==> src/rtl/iob_piso_reg.sv <==
//------------------------------------------------------------------------------
// Module   : iob_piso_reg
// Brief    : Parallel-load shift register; mirror of iob_sipo_reg.
// Revision : 1.0
//------------------------------------------------------------------------------
`default_nettype none

module iob_piso_reg #(
   parameter int unsigned DATA_W    = 21,
   parameter bit          MSB_FIRST = 1'b1
) (
   input  logic              clk_i,
   input  logic              cke_i,
   input  logic              arst_i,
   input  logic              load_i,
   input  logic              shift_i,
   input  logic [DATA_W-1:0] p_i,
   output logic              s_o
);

   logic [DATA_W-1:0] sreg_d;
   logic [DATA_W-1:0] sreg_q;
   logic [DATA_W-1:0] sreg_shifted;

   // Shift toward the output end, zero-filling the far end.
   if (MSB_FIRST) begin : g_msb_first
      assign sreg_shifted = {sreg_q[DATA_W-2:0], 1'b0};
      assign s_o          = sreg_q[DATA_W-1];
   end else begin : g_lsb_first
      assign sreg_shifted = {1'b0, sreg_q[DATA_W-1:1]};
      assign s_o          = sreg_q[0];
   end

   always_comb begin
      sreg_d = sreg_q;
      if (load_i) begin
         sreg_d = p_i;
      end else if (shift_i) begin
         sreg_d = sreg_shifted;
      end
   end

   iob_reg_ca #(
      .DATA_W (DATA_W),
      .RST_VAL({DATA_W{1'b0}})
   ) u_sreg (
      .clk_i (clk_i),
      .cke_i (cke_i),
      .arst_i(arst_i),
      .d_i   (sreg_d),
      .q_o   (sreg_q)
   );

endmodule

`default_nettype wire

==> src/rtl/iob_reg_ca.sv <==
//------------------------------------------------------------------------------
// Module   : iob_reg_ca
// Brief    : Register with clock enable and asynchronous active-high reset.
// Revision : 1.0
//------------------------------------------------------------------------------
`default_nettype none

module iob_reg_ca #(
   parameter int unsigned       DATA_W  = 1,
   parameter logic [DATA_W-1:0] RST_VAL = '0
) (
   input  logic              clk_i,
   input  logic              cke_i,
   input  logic              arst_i,
   input  logic [DATA_W-1:0] d_i,
   output logic [DATA_W-1:0] q_o
);

   always_ff @(posedge clk_i or posedge arst_i) begin
      if (arst_i) begin
         q_o <= RST_VAL;
      end else if (cke_i) begin
         q_o <= d_i;
      end
   end

endmodule

`default_nettype wire

==> src/rtl/iob_piso_serializer.sv <==
//------------------------------------------------------------------------------
// Module   : iob_piso_serializer
// Brief    : Valid/ready parallel-in serial-out serializer, gapless back-to-back.
// Revision : 1.0
//------------------------------------------------------------------------------
`default_nettype none

module iob_piso_serializer #(
   parameter int unsigned DATA_W    = 21,
   parameter bit          MSB_FIRST = 1'b1
) (
   input  logic              clk_i,
   input  logic              cke_i,
   input  logic              arst_n_i,
   input  logic              p_valid_i,
   input  logic [DATA_W-1:0] p_data_i,
   output logic              p_ready_o,
   output logic              s_o,
   output logic              s_valid_o,
   input  logic              s_ready_i,
   output logic              s_last_o,
   output logic              busy_o
);

   localparam int unsigned      CNT_W   = $clog2(DATA_W);
   localparam logic [CNT_W-1:0] CNT_MAX = CNT_W'(DATA_W - 1);
   localparam logic [CNT_W-1:0] CNT_ONE = CNT_W'(1);

   typedef enum logic {
      ST_IDLE  = 1'b0,
      ST_SHIFT = 1'b1
   } state_t;

   state_t           state_d;
   state_t           state_q;
   logic             state_q_raw;
   logic [CNT_W-1:0] cnt_d;
   logic [CNT_W-1:0] cnt_q;
   logic             arst;
   logic             in_shift;
   logic             cnt_zero;
   logic             beat;
   logic             load;
   logic             shift;

   assign arst     = ~arst_n_i;
   assign state_q  = state_t'(state_q_raw);
   assign in_shift = (state_q == ST_SHIFT);
   assign cnt_zero = (cnt_q == '0);
   assign beat     = in_shift & s_ready_i & cke_i;

   // Ready opens on the last beat so the next word reloads without a gap.
   assign p_ready_o = cke_i & (~in_shift | (s_ready_i & cnt_zero));
   assign load      = p_valid_i & p_ready_o;
   assign shift     = beat & ~cnt_zero;

   always_comb begin
      state_d = state_q;
      cnt_d   = cnt_q;
      if (load) begin
         state_d = ST_SHIFT;
         cnt_d   = CNT_MAX;
      end else if (beat) begin
         if (cnt_zero) begin
            state_d = ST_IDLE;
         end else begin
            cnt_d = cnt_q - CNT_ONE;
         end
      end
   end

   iob_reg_ca #(
      .DATA_W (1),
      .RST_VAL(1'b0)
   ) u_state_reg (
      .clk_i (clk_i),
      .cke_i (cke_i),
      .arst_i(arst),
      .d_i   (state_d),
      .q_o   (state_q_raw)
   );

   iob_reg_ca #(
      .DATA_W (CNT_W),
      .RST_VAL({CNT_W{1'b0}})
   ) u_cnt_reg (
      .clk_i (clk_i),
      .cke_i (cke_i),
      .arst_i(arst),
      .d_i   (cnt_d),
      .q_o   (cnt_q)
   );

   iob_piso_reg #(
      .DATA_W   (DATA_W),
      .MSB_FIRST(MSB_FIRST)
   ) u_piso (
      .clk_i  (clk_i),
      .cke_i  (cke_i),
      .arst_i (arst),
      .load_i (load),
      .shift_i(shift),
      .p_i    (p_data_i),
      .s_o    (s_o)
   );

   assign s_valid_o = in_shift;
   assign busy_o    = in_shift;
   assign s_last_o  = in_shift & cnt_zero;

endmodule

`default_nettype wire
==> config.mk <==
export PLATFORM = sky130hd
export DESIGN_NAME = iob_piso_serializer
export DESIGN_NICKNAME = d
export VERILOG_FILES = /design/src/rtl/iob_piso_reg.sv /design/src/rtl/iob_reg_ca.sv /design/src/rtl/iob_piso_serializer.sv
export SDC_FILE = /design/constraint.sdc
export NUM_CORES = 1
export LEC_CHECK = 0
export CAP_MARGIN = 15
export CORE_UTILIZATION = 50
export DETAILED_ROUTE_END_ITERATION = 10
export PLACE_DENSITY_LB_ADDON = 0.25
export SKIP_LAST_GASP = 1
export SYNTH_ARGS = -nofsm -noshare
export SYNTH_HDL_FRONTEND = slang
export SYNTH_SLANG_ARGS = --single-unit
==> constraint.sdc <==
create_clock -name clk_i -period 2.5 [get_ports clk_i]
set_input_delay 0.5 -clock clk_i [delete_from_list [all_inputs] [get_ports clk_i]]
set_output_delay 0.5 -clock clk_i [all_outputs]
set_load 0.05 [all_outputs]
# ---- Yosys cells after proc, flatten, opt, wreduce, memory -nomap -nowiden
# Cells that the tools add are included.
dict set report totals {
  register_bits 27
  input_bits 26
  output_inout_bits 5
  word_cells 30
}
dict set report op_classes {
  n_eq_ne 1
  n_reduce_logical 7
  n_bitwise 10
  muxes 8
  addsub 1
}
# cell n
set op_table {}
lappend op_table {{21-bit two-way mux} 2}
lappend op_table {{5-bit two-way mux} 3}
lappend op_table {{1-bit AND} 7}
lappend op_table {{3-bit AND reduction} 2}
lappend op_table {{2-bit nonzero test} 3}
lappend op_table {{5-bit logical NOT} 1}
lappend op_table {{5-bit by 1-bit subtractor with 5-bit output (second input constant)} 1}
lappend op_table {{1-bit two-way mux} 3}
lappend op_table {{2-bit by 1-bit != test with 1-bit output (second input constant)} 1}
lappend op_table {{1-bit NOT} 2}
lappend op_table {{2-bit AND reduction} 1}
lappend op_table {{1-bit bitwise OR} 1}

# ---- Logic depth before layout (Yosys ltp)
# Gate-level depths: netlist (run 1).
dict set report depth {
  word_depth 7
  mapped_depth 9
}

# ---- Modules after synthesis
# From an unflattened synthesis (run 1), not the netlist that was laid out.
dict set report hier_totals {
  hier_cells 163
  hier_area_um2 1793.0
}
# mod cells_per_inst seq_area_each_um2 area_per_inst_um2 n_inst
set by_module_without_submodules {}
lappend by_module_without_submodules {{iob_reg_ca (u_piso.u_sreg)} 45 525.5 863.3 1}
lappend by_module_without_submodules {iob_piso_reg 69 0.0 462.9 1}
lappend by_module_without_submodules {iob_piso_serializer 35 0.0 237.7 1}
lappend by_module_without_submodules {{iob_reg_ca (u_cnt_reg)} 11 125.1 185.2 1}
lappend by_module_without_submodules {{iob_reg_ca (u_state_reg)} 3 25.0 43.8 1}

# ---- Worst setup path before layout (run 1)
# Ideal clock, no wire load.
dict set report synth_timing {
  path_kind {flip-flop to output port}
  from {register u_cnt_reg.q_o[0]}
  to {output s_last_o}
  slack_ns 0.200
  t_arrival_ns 1.800
  stages_incl_launch_ff 6
  t_required_ns 2.000
  cell_sequence {dfrtp_1 > inv_1 > ha_1 > or4b_1 > buf_2 > nor2_1}
}
dict set report synth_via {
  elab_chain_cells 2
}
# item line
set synth_rtl {}
lappend synth_rtl {{start, declared} iob_reg_ca.sv:16} ;# output logic [DATA_W-1:0] q_o
lappend synth_rtl {{start signal, assigned} iob_reg_ca.sv:23} ;# q_o <= d_i;
lappend synth_rtl {{5-bit logical NOT} iob_piso_serializer.sv:49} ;# assign cnt_zero = (cnt_q == '0);
lappend synth_rtl {{1-bit AND} iob_piso_serializer.sv:109} ;# assign s_last_o = in_shift & cnt_zero;
lappend synth_rtl {{end, declared} iob_piso_serializer.sv:21} ;# output logic s_last_o,
# No other way between the ends.

# ---- Worst setup path after layout (run 1)
dict set report layout_timing {
  from {register u_cnt_reg.q_o[1]}
  to {output p_ready_o}
}
dict set report layout_via {
  elab_chain_cells 4
}
# item line
set layout_rtl {}
lappend layout_rtl {{5-bit logical NOT} iob_piso_serializer.sv:49}
lappend layout_rtl {{1-bit AND} iob_piso_serializer.sv:53} ;# assign p_ready_o = cke_i & (~in_shift | (s_ready_i & cnt_zero));
lappend layout_rtl {{1-bit bitwise OR} iob_piso_serializer.sv:53}
lappend layout_rtl {{1-bit AND} iob_piso_serializer.sv:53}
lappend layout_rtl {{end, declared} iob_piso_serializer.sv:17} ;# output logic p_ready_o,
# No other way between the ends.

==> metrics.yaml, run 1 <==
timing:
  max_freq_ghz: 0.417
  finalWorstSetupSlack_ns: 0.102
  setup_tns_ns: 0
  rsz0062_at_grt: "no"
  fin_crit_ns: 2.40
  slew_viol_final: 0
  tightest_slew_ns: 0.495
  skew_ns: 0.00251
  whs_ns: 0.537
  hold_viol: 0
  maxSlewHeadroom: 0.669
  setup_violations: 0
  post-route-period-util: 0.959
detailed_routing:
  drt_iter0_markers: 9
  ant_nets: 0
  drt_wl_total_um: 2490
  num_vias: 907
  drcViolationCount: 0
  wire_per_inst_um: 14.5
  drt_first_pass_iters: 3
  via_per_inst: 5.27
place:
  preCtsSetupSlack_ns: 0.193
  place_congestion: 0.751
  dp_hpwl_um: 1830
  io_buffers: 30
setup_path:
  startpoint_type: "flop"
  worst-setup-path-type: "reg2out"
  arrival_ns: 1.90
  critPathMaxFanout: 5
  required_ns: 2.00
  end_kind: "primary output"
  worst_r2r_path_depth: 8
final_layout:
  final_common_cell: "clkdlybuf4s50_1"
  syn_to_final_growth_pct: 29.6
  final.fill_count: 217
  diodes: 0
  drive_above_1_share: 0.411
  finish.net_count: 170
  most-common-layout-cells: "clkdlybuf4s50_1 (28), dfrtp_1 (27), mux2_2 (25)"
floorplan:
  die_w_um: 56.0
  die_area_mm2: 0.00314
  core_mm2: 0.00276
  io_pins: 31
  die_y_um: 56.0
  start_util: 0.529
  placementRows: 19
global_route:
  grt_first_pass_wirelength_um: 4450
  grt_pass1_vias: 995
  grt_use_total: 0.181
  globalRoute.totalOverflow: 0
  antenna_found_initial: 0
  grt_max_degree: 28
clocking:
  clkSinkCount: 27
  clk_pin_slew_ns: 0.13
  cts_made_buffers: 3
  clock_latency_ns: 0.31
  tritoncts: "done"
  htree_levels: 1
  cts_root_buffer: "clkbuf_4"
  clockBufferDepth: 2
synth:
  syn_area_per_cell_um2: 13.6
  ys_seq_area_frac: 0.463
  synth_area_mm2: 0.00146
  synth_fp_nets: 135
  synth_seq_cells: 27
  syn_inst: 107
  synth_cell_types: 25
  yosysWarnings: 0
power:
  p_per_area_mw_per_mm2: 809
  leakagePower_nw: 0.868
  peakVddDrop_v: 0.000623
worst_hold_path:
  hold_class: "in2async"
status:
  status: "finished, final reports clean"
job:
  drv_cap: 0
## synth_stat cells
cell,n,area (µm²)
dfrtp_1,27,676
mux2_2,25,282
mux2_4,16,240
nor2_1,5,18.8
inv_1,4,15.0
buf_4,3,22.5
buf_6,3,33.8
o21ai_0,3,15.0
xor2_1,3,26.3
ha_1,2,25.0
nand3_1,2,10.0
a211oi_1,1,7.51
and2_1,1,6.26
and2_4,1,8.76
and3_1,1,6.26
buf_2,1,5.00
nand2_1,1,3.75
nand4_1,1,6.26
nor2_2,1,6.26
nor2b_1,1,6.26
nor3_1,1,5.00
o211ai_1,1,7.51
o21a_1,1,7.51
or4b_1,1,10.0
xnor2_1,1,8.76
## flip-flops by register name (all words and copies together), names as in the netlist
signal,cells
u_state_reg.q_o,1
u_cnt_reg.q_o,5
u_piso.u_sreg.q_o,21
## repair_timing
item / 4_1_cts / 5_1_grt
hold buffers: 0 / 0
resized for setup: 2 / 3
buffers inserted: 1 / 2
endpoints found under the setup margin: 1 / 1
## worst max-delay path: stages (launching register included)
cell     delay [ns]
dfrtp_1        0.42
inv_1          0.08
ha_1           0.14
or4b_4         0.50
o21ai_4        0.15
and2_4         0.16
buf_12         0.13
## worst paths after layout
| check | from | endpoint | slack [ns] |
|---|---|---|---|
| max reg2reg | u_cnt_reg.q_o[1] | u_piso.u_sreg.q_o[11] | 0.22 |
| min in group clk_i | u_cnt_reg.q_o[4] | u_cnt_reg.q_o[4] | 0.57 |
| min reg2reg | u_cnt_reg.q_o[4] | u_cnt_reg.q_o[4] | 0.57 |
| min | arst_n_i | u_cnt_reg.q_o[3] | 0.54 |
| max | u_cnt_reg.q_o[1] | p_ready_o | 0.10 |
| max in group asynchronous | arst_n_i | u_piso.u_sreg.q_o[9] | 1.71 |
## final cells by class
class	count	area, µm²	share of cell area
clock buffers	4	26.3	0.0139
multi-input cells	69	724	0.383
flip-flops and latches	27	676	0.357
inverters	4	15.0	0.00794
well taps	31	38.8	0.0205
repair buffers	37	410	0.217
## layer usage
layer,vias up,GRT usage,part of all wire
li1,440,-,-
met1,449,0.222,0.41
met2,16,0.328,0.55
met3,2,0.0465,0.034
met4,0,0.0209,0.0076
met5,-,0,0
## report_power, final
group / switching [mW] / internal [mW] / leakage (nW) / total (mW)
Combinational: 0.226 / 0.413 / 0.509 / 0.639
Clock: 0.115 / 0.0623 / 0.0150 / 0.178
Sequential: 0.113 / 0.599 / 0.344 / 0.712
## stage by stage
step	std cells	power [mW]	instance area, µm²	util
6_report	172	1.53	1890	0.686
4_1_cts	170	1.54	1860	0.675
2_1_floorplan	107	1.16	1460	-
3_5_place_dp	165	1.34	1820	0.662
3_3_place_gp	165	1.29	1820	0.662
5_1_grt	172	1.64	1890	0.686
## kinds of logic after synthesis
| family | count (synthesis) | share of synthesized area |
|---|---|---|
| muxes | 41 | 0.358 |
| DFF | 27 | 0.463 |
| and+or+nand+nor | 16 | 0.0600 |
| buffers and inverters | 11 | 0.0523 |
| AOI/OAI and AO/OA | 6 | 0.0257 |
| xor gates and xnor gates | 4 | 0.0240 |
| adders and majority gates | 2 | 0.0171 |
(Power assumes the default switching activity.)
==> run 2, diff against run 1 <==
--- a/config.mk
+++ b/config.mk
@@ -6,7 +6,9 @@
 export NUM_CORES = 1
 export LEC_CHECK = 0
 export CAP_MARGIN = 15
-export CORE_UTILIZATION = 50
+export CELL_PAD_IN_SITES_DETAIL_PLACEMENT = 0
+export CELL_PAD_IN_SITES_GLOBAL_PLACEMENT = 1
+export CORE_UTILIZATION = 40
 export DETAILED_ROUTE_END_ITERATION = 10
 export PLACE_DENSITY_LB_ADDON = 0.25
 export SKIP_LAST_GASP = 1
==> run 2 against run 1 <==
Flip-flop and latch count unchanged. Clock skew is 0.0037 ns higher. Die area is 24% higher. Non-clock buffer count is the same. Highest routed layer unchanged.
==> metrics.yaml, run 2 (same netlist as run 1, synthesis figures left out) <==
global_route:
  grt_use_total: 0.141  # was 0.181
  grt_pass1_vias: 967  # was 995
  antenna_found_initial: 0  # unchanged
  globalRoute.totalOverflow: 0  # unchanged
  grt_first_pass_wirelength_um: 4380  # was 4450 µm
  grt_max_degree: 28  # unchanged
final_layout:
  fin_area_mm2: 0.00189  # about the same
  drive_above_1_share: 0.411  # unchanged
  diodes: 0  # unchanged
  top_regs: "u_piso.u_sreg.q_o x21, u_cnt_reg.q_o x5, u_state_reg.q_o x1"  # unchanged
  syn_to_final_growth_pct: 29.5  # was 29.6%
  finish.net_count: 170  # unchanged
  fin_cells: 187  # was 172
  most-common-layout-cells: "clkdlybuf4s50_1 (28), dfrtp_1 (27), mux2_2 (25)"  # unchanged
  final_util: 0.553  # was 0.686
  regMostFlops: "u_piso.u_sreg.q_o"  # unchanged
  final.fill_count: 306  # was 217
  final_common_cell: "clkdlybuf4s50_1"  # unchanged
  largest_reg_flops: 21  # unchanged
clocking:
  cts_root_buffer: "clkbuf_4"  # unchanged
  clk_pin_slew_ns: 0.14  # was 0.13 ns
  tritoncts: "done"  # unchanged
  cts_made_buffers: 3  # unchanged
  htree_levels: 1  # unchanged
  clock_latency_ns: 0.31  # about the same
  clkSinkCount: 27  # unchanged
  cts_hold_buf: 0  # unchanged
  clockBufferDepth: 2  # unchanged
timing:
  setup_tns_ns: 0  # unchanged
  whs_ns: 0.544  # was 0.537 ns
  slew_viol_final: 0  # unchanged
  post-route-period-util: 0.955  # was 0.959
  finalWorstSetupSlack_ns: 0.112  # was 0.102 ns
  setup_violations: 0  # unchanged
  rsz0062_at_grt: "no"  # unchanged
  max_freq_ghz: 0.419  # was 0.417 GHz
  maxSlewHeadroom: 0.665  # was 0.669
  hold_viol: 0  # unchanged
  tightest_slew_ns: 0.500  # was 0.495 ns
  skew_ns: 0.00620  # was 0.00251 ns
  fin_crit_ns: 2.39  # was 2.40 ns
place:
  dp_hpwl_um: 1650  # was 1830 µm
  io_buffers: 30  # unchanged
  preCtsSetupSlack_ns: 0.208  # was 0.193 ns
  placed_area_mm2: 0.00184  # was 0.00182 mm²
  place_congestion: 0.683  # was 0.751
  placed_cells: 181  # was 165
floorplan:
  core_mm2: 0.00342  # was 0.00276 mm²
  start_util: 0.427  # was 0.529
  io_pins: 31  # unchanged
  die_w_um: 62.4  # was 56.0 µm
  die_y_um: 62.4  # was 56.0 µm
  placementRows: 21  # was 19
  die_area_mm2: 0.00389  # was 0.00314 mm²
power:
  p_per_area_mw_per_mm2: 802  # was 809 mW/mm²
  total_power_mw: 1.52  # was 1.53 mW
  peakVddDrop_v: 0.000300  # was 0.000623 V
  leakagePower_nw: 0.865  # was 0.868 nW
setup_path:
  startpoint_type: "flop"  # unchanged
  arrival_ns: 1.89  # was 1.90 ns
  worstPathCellList: "inv_1 > ha_1 > or4b_4 > o21ai_2 > and2_4 > buf_12"  # was inv_1 > ha_1 > or4b_4 > o21ai_4 > and2_4 > buf_12
  critPathMaxFanout: 7  # was 5
  cp_slowest_cell: "or4b_4"  # unchanged
  slowest_delay_ns: 0.51  # was 0.50 ns
  required_ns: 2.00  # about the same
  end_kind: "primary output"  # unchanged
  worst-setup-path-type: "reg2out"  # unchanged
detailed_routing:
  ant_nets: 0  # unchanged
  via_per_inst: 4.78  # was 5.27
  drcViolationCount: 0  # unchanged
  num_vias: 894  # was 907
  drt_iter0_markers: 24  # was 9
  drt_wl_total_um: 2400  # was 2490 µm
  wire_per_inst_um: 12.8  # was 14.5 µm
  drt_first_pass_iters: 4  # was 3
job:
  drv_cap: 0  # unchanged
worst_hold_path:
  hold_class: "in2async"  # unchanged
status:
  status: "finished, final reports clean"  # unchanged
## run 2: cell counts in the layout (fill, tap and decap cells not counted)
No cell type changed its count.
## run 2: final timing paths
kind	from	cells past startpoint	end	slack (ns)
setup / recovery	u_cnt_reg.q_o[0]	6	p_ready_o	0.11
setup reg to reg	u_cnt_reg.q_o[0]	7	u_piso.u_sreg.q_o[6]	0.33
min in group clk_i	u_cnt_reg.q_o[4]	2	u_cnt_reg.q_o[4]	0.56
hold / removal	arst_n_i	2	u_cnt_reg.q_o[2]	0.54
hold reg to reg	u_cnt_reg.q_o[4]	2	u_cnt_reg.q_o[4]	0.56
max in group asynchronous	arst_n_i	2	u_piso.u_sreg.q_o[10]	1.70
## run 2: cell type report
class	instances	area, µm²	area share
clock buffers	4	26.3	0.0139
inverters	4	15.0	0.00795
multi-input cells	69	717	0.379
flip-flops and latches	27	676	0.358
well taps	46	57.6	0.0305
repair buffers	37	398	0.211
## run 2: critical path: cells and delay by family (launching register included)
family	cells	cell delay, ns
fa+ha+maj	1	0.14
simple gates	2	0.67
buf+inv	2	0.21
flops	1	0.40
compound gates	1	0.15
## run 2: metal layers
| metal | GRT usage | vias to the layer above | routed length [µm] |
|---|---|---|---|
| li1 | - | 441 | - |
| met1 | 0.189 | 437 | 1110 |
| met2 | 0.234 | 14 | 1200 |
| met3 | 0.0237 | 2 | 68 |
| met4 | 0.0436 | 0 | 16 |
| met5 | 0 | - | 0 |
## run 2: report_power, final
part / switching, mW / internal (mW)
clock: 0.119 / 0.0623
combinational: 0.222 / 0.413
sequential: 0.101 / 0.599
## run 2: timing repair
| action | 4_1_cts | 5_1_grt |
|---|---|---|
| setup buffers | 1 | 1 |
| resized for setup | 2 | 2 |
| setup endpoints to repair | 1 | 1 |
==> run 3, diff against run 2 <==
--- a/config.mk
+++ b/config.mk
@@ -8,8 +8,9 @@
 export CAP_MARGIN = 15
 export CELL_PAD_IN_SITES_DETAIL_PLACEMENT = 0
 export CELL_PAD_IN_SITES_GLOBAL_PLACEMENT = 1
-export CORE_UTILIZATION = 40
+export CORE_UTILIZATION = 50
 export DETAILED_ROUTE_END_ITERATION = 10
+export DONT_BUFFER_PORTS = 1
 export PLACE_DENSITY_LB_ADDON = 0.25
 export SKIP_LAST_GASP = 1
 export SYNTH_ARGS = -nofsm -noshare
==> run 3 against run 2 <==
Flip-flop and latch count unchanged. Sequential share of layout area increased by 6.9 points. Clock skew decreased by 0.0052 ns. Die area decreased by 19%. Power decreased by 0.65%. Final area decreased by 16%. Fmax decreased by 0.99%. Sequential power increased by 6.6%. Largest power group unchanged.
==> metrics.yaml, run 3 (same netlist as run 1, synthesis figures left out) <==
detailed_routing:
  ant_nets: 0  # unchanged
  drcViolationCount: 0  # unchanged
  via_per_inst: 5.57  # was 4.78
  wire_per_inst_um: 15.4  # was 12.8 µm
  drt_wl_total_um: 2230  # was 2400 µm
  num_vias: 808  # was 894
  drt_iter0_markers: 15  # was 24
  drt_first_pass_iters: 3  # was 4
timing:
  skew_ns: 0.000979  # was 0.00620 ns
  maxSlewHeadroom: 0.683  # was 0.665
  post-route-period-util: 0.965  # was 0.955
  hold_viol: 0  # unchanged
  setup_violations: 0  # unchanged
  tightest_slew_ns: 0.476  # was 0.500 ns
  slew_viol_final: 0  # unchanged
  max_freq_ghz: 0.415  # was 0.419 GHz
  fin_crit_ns: 2.41  # was 2.39 ns
  finalWorstSetupSlack_ns: 0.0886  # was 0.112 ns
floorplan:
  core_mm2: 0.00276  # was 0.00342 mm²
  io_pins: 31  # unchanged
  start_util: 0.529  # was 0.427
  die_w_um: 56.0  # was 62.4 µm
  placementRows: 19  # was 21
  die_area_mm2: 0.00314  # was 0.00389 mm²
  die_y_um: 56.0  # was 62.4 µm
place:
  place_congestion: 0.798  # was 0.683
  preCtsSetupSlack_ns: 0.255  # was 0.208 ns
  io_buffers: 0  # was 30
  dp_hpwl_um: 1470  # was 1650 µm
  placed_area_mm2: 0.00148  # was 0.00184 mm²
power:
  leakagePower_nw: 0.755  # was 0.865 nW
  peakVddDrop_v: 0.000615  # was 0.000300 V
  p_per_area_mw_per_mm2: 950  # was 802 mW/mm²
clocking:
  cts_made_buffers: 3  # unchanged
  htree_levels: 1  # unchanged
  clkSinkCount: 27  # unchanged
  clock_latency_ns: 0.32  # was 0.31 ns
  clk_pin_slew_ns: 0.14  # about the same
  clockBufferDepth: 2  # unchanged
  cts_root_buffer: "clkbuf_4"  # unchanged
  tritoncts: "done"  # unchanged
final_layout:
  regMostFlops: "u_piso.u_sreg.q_o"  # unchanged
  finish.net_count: 143  # was 170
  most-common-layout-cells: "dfrtp_1 (27), mux2_2 (25), mux2_4 (16)"  # was clkdlybuf4s50_1 (28), dfrtp_1 (27), mux2_2 (25)
  final_util: 0.574  # was 0.553
  fin_area_mm2: 0.00158  # was 0.00189 mm²
  final.fill_count: 233  # was 306
  diodes: 0  # unchanged
  top_regs: "u_piso.u_sreg.q_o x21, u_cnt_reg.q_o x5, u_state_reg.q_o x1"  # unchanged
  syn_to_final_growth_pct: 8.58  # was 29.5%
  largest_reg_flops: 21  # unchanged
  final_common_cell: "dfrtp_1"  # was clkdlybuf4s50_1
  drive_above_1_share: 0.526  # was 0.411
setup_path:
  arrival_ns: 1.91  # was 1.89 ns
  critPathMaxFanout: 5  # was 7
  startpoint_type: "flop"  # unchanged
  end_kind: "primary output"  # unchanged
  timing.rr.start: "u_cnt_reg.q_o[0]"  # unchanged
  required_ns: 2.00  # about the same
  crit_start: "u_cnt_reg.q_o[0]"  # unchanged
  worst-setup-path-type: "reg2out"  # unchanged
global_route:
  grt_use_total: 0.162  # was 0.141
  grt_pass1_vias: 860  # was 967
  antenna_found_initial: 0  # unchanged
  grt_max_degree: 28  # unchanged
  globalRoute.totalOverflow: 0  # unchanged
  grt_first_pass_wirelength_um: 3950  # was 4380 µm
job:
  drv_cap: 0  # unchanged
worst_hold_path:
  hold_class: "in2reg"  # was in2async
  min-delay-start: "cke_i"
status:
  status: "finished, final reports clean"  # unchanged
## run 3: cell count changes in the layout (fill, tap and decap cells not counted), sizes merged
| cell | change |
|---|---|
| clkbuf | -1 |
| clkinv | +1 |
| dlygate4sd3 | +1 |
| clkdlybuf4s50 | -28 |
## run 3: area by class of cell
cell class	count	area [µm²]	share of cell area
timing repair buffer	10	110	0.0695
sequential	27	676	0.427
multi-input combinational	69	717	0.453
clock inverter	1	5.00	0.00316
inverter	4	15.0	0.00948
clock buffer	3	22.5	0.0142
tap	31	38.8	0.0245
## run 3: power breakdown
group | leakage, nW | internal (mW) | switching [mW] | total [mW]
clock network | 0.0177 | 0.0601 | 0.127 | 0.187
logic | 0.394 | 0.385 | 0.188 | 0.573
registers | 0.344 | 0.609 | 0.136 | 0.745
## run 3: critical path, stage by stage, from the launching register on
cell and delay (ns):
dfrtp_1 0.41, inv_1 0.08, ha_1 0.14, or4b_4 0.50, o21ai_2 0.18, and2_4 0.16
buf_8 0.13
## run 3: path summary, 6_finish.rpt
path                                              end  slack [ns]  cells after the start
worst max-delay path                        p_ready_o        0.09                      6
worst min-delay path                  u_state_reg.q_o        0.26                      1
worst max register to register  u_piso.u_sreg.q_o[12]        0.26                      7
worst min register to register       u_cnt_reg.q_o[4]        0.55                      2
max in group asynchronous        u_piso.u_sreg.q_o[7]        1.77                      2
min in group asynchronous            u_cnt_reg.q_o[4]        0.59                      2
## run 3: per-layer routing
layer,global-route usage,wire length (µm),part of all wire,vias up
li1,-,-,-,386
met1,0.227,999,0.45,401
met2,0.243,1110,0.50,16
met3,0.0302,73,0.033,5
met4,0.0732,46,0.021,0
met5,0,0,0,-
## run 3: stage by stage
stage          hold slack (ns)  total power, mW  instances  TNS (ns)
4_1_cts                  0.245             1.49        142         0
5_1_grt                  0.245             1.62        145  -0.00995
3_5_place_dp             0.205             1.27        135         0
2_1_floorplan            0.204             1.16        107         0
6_report                 0.262             1.51        145         0
3_3_place_gp             0.205             1.25        135         0
## run 3: what timing repair did
| action | 4_1_cts | 5_1_grt |
|---|---|---|
| setup endpoints to repair | 1 | 1 |
| hold buffers | 2 | 0 |
| gates resized for setup | 2 | 5 |
| buffers inserted | 1 | 3 |
| pin swaps | 0 | 1 |
| endpoints found under the hold margin | 27 | 0 |
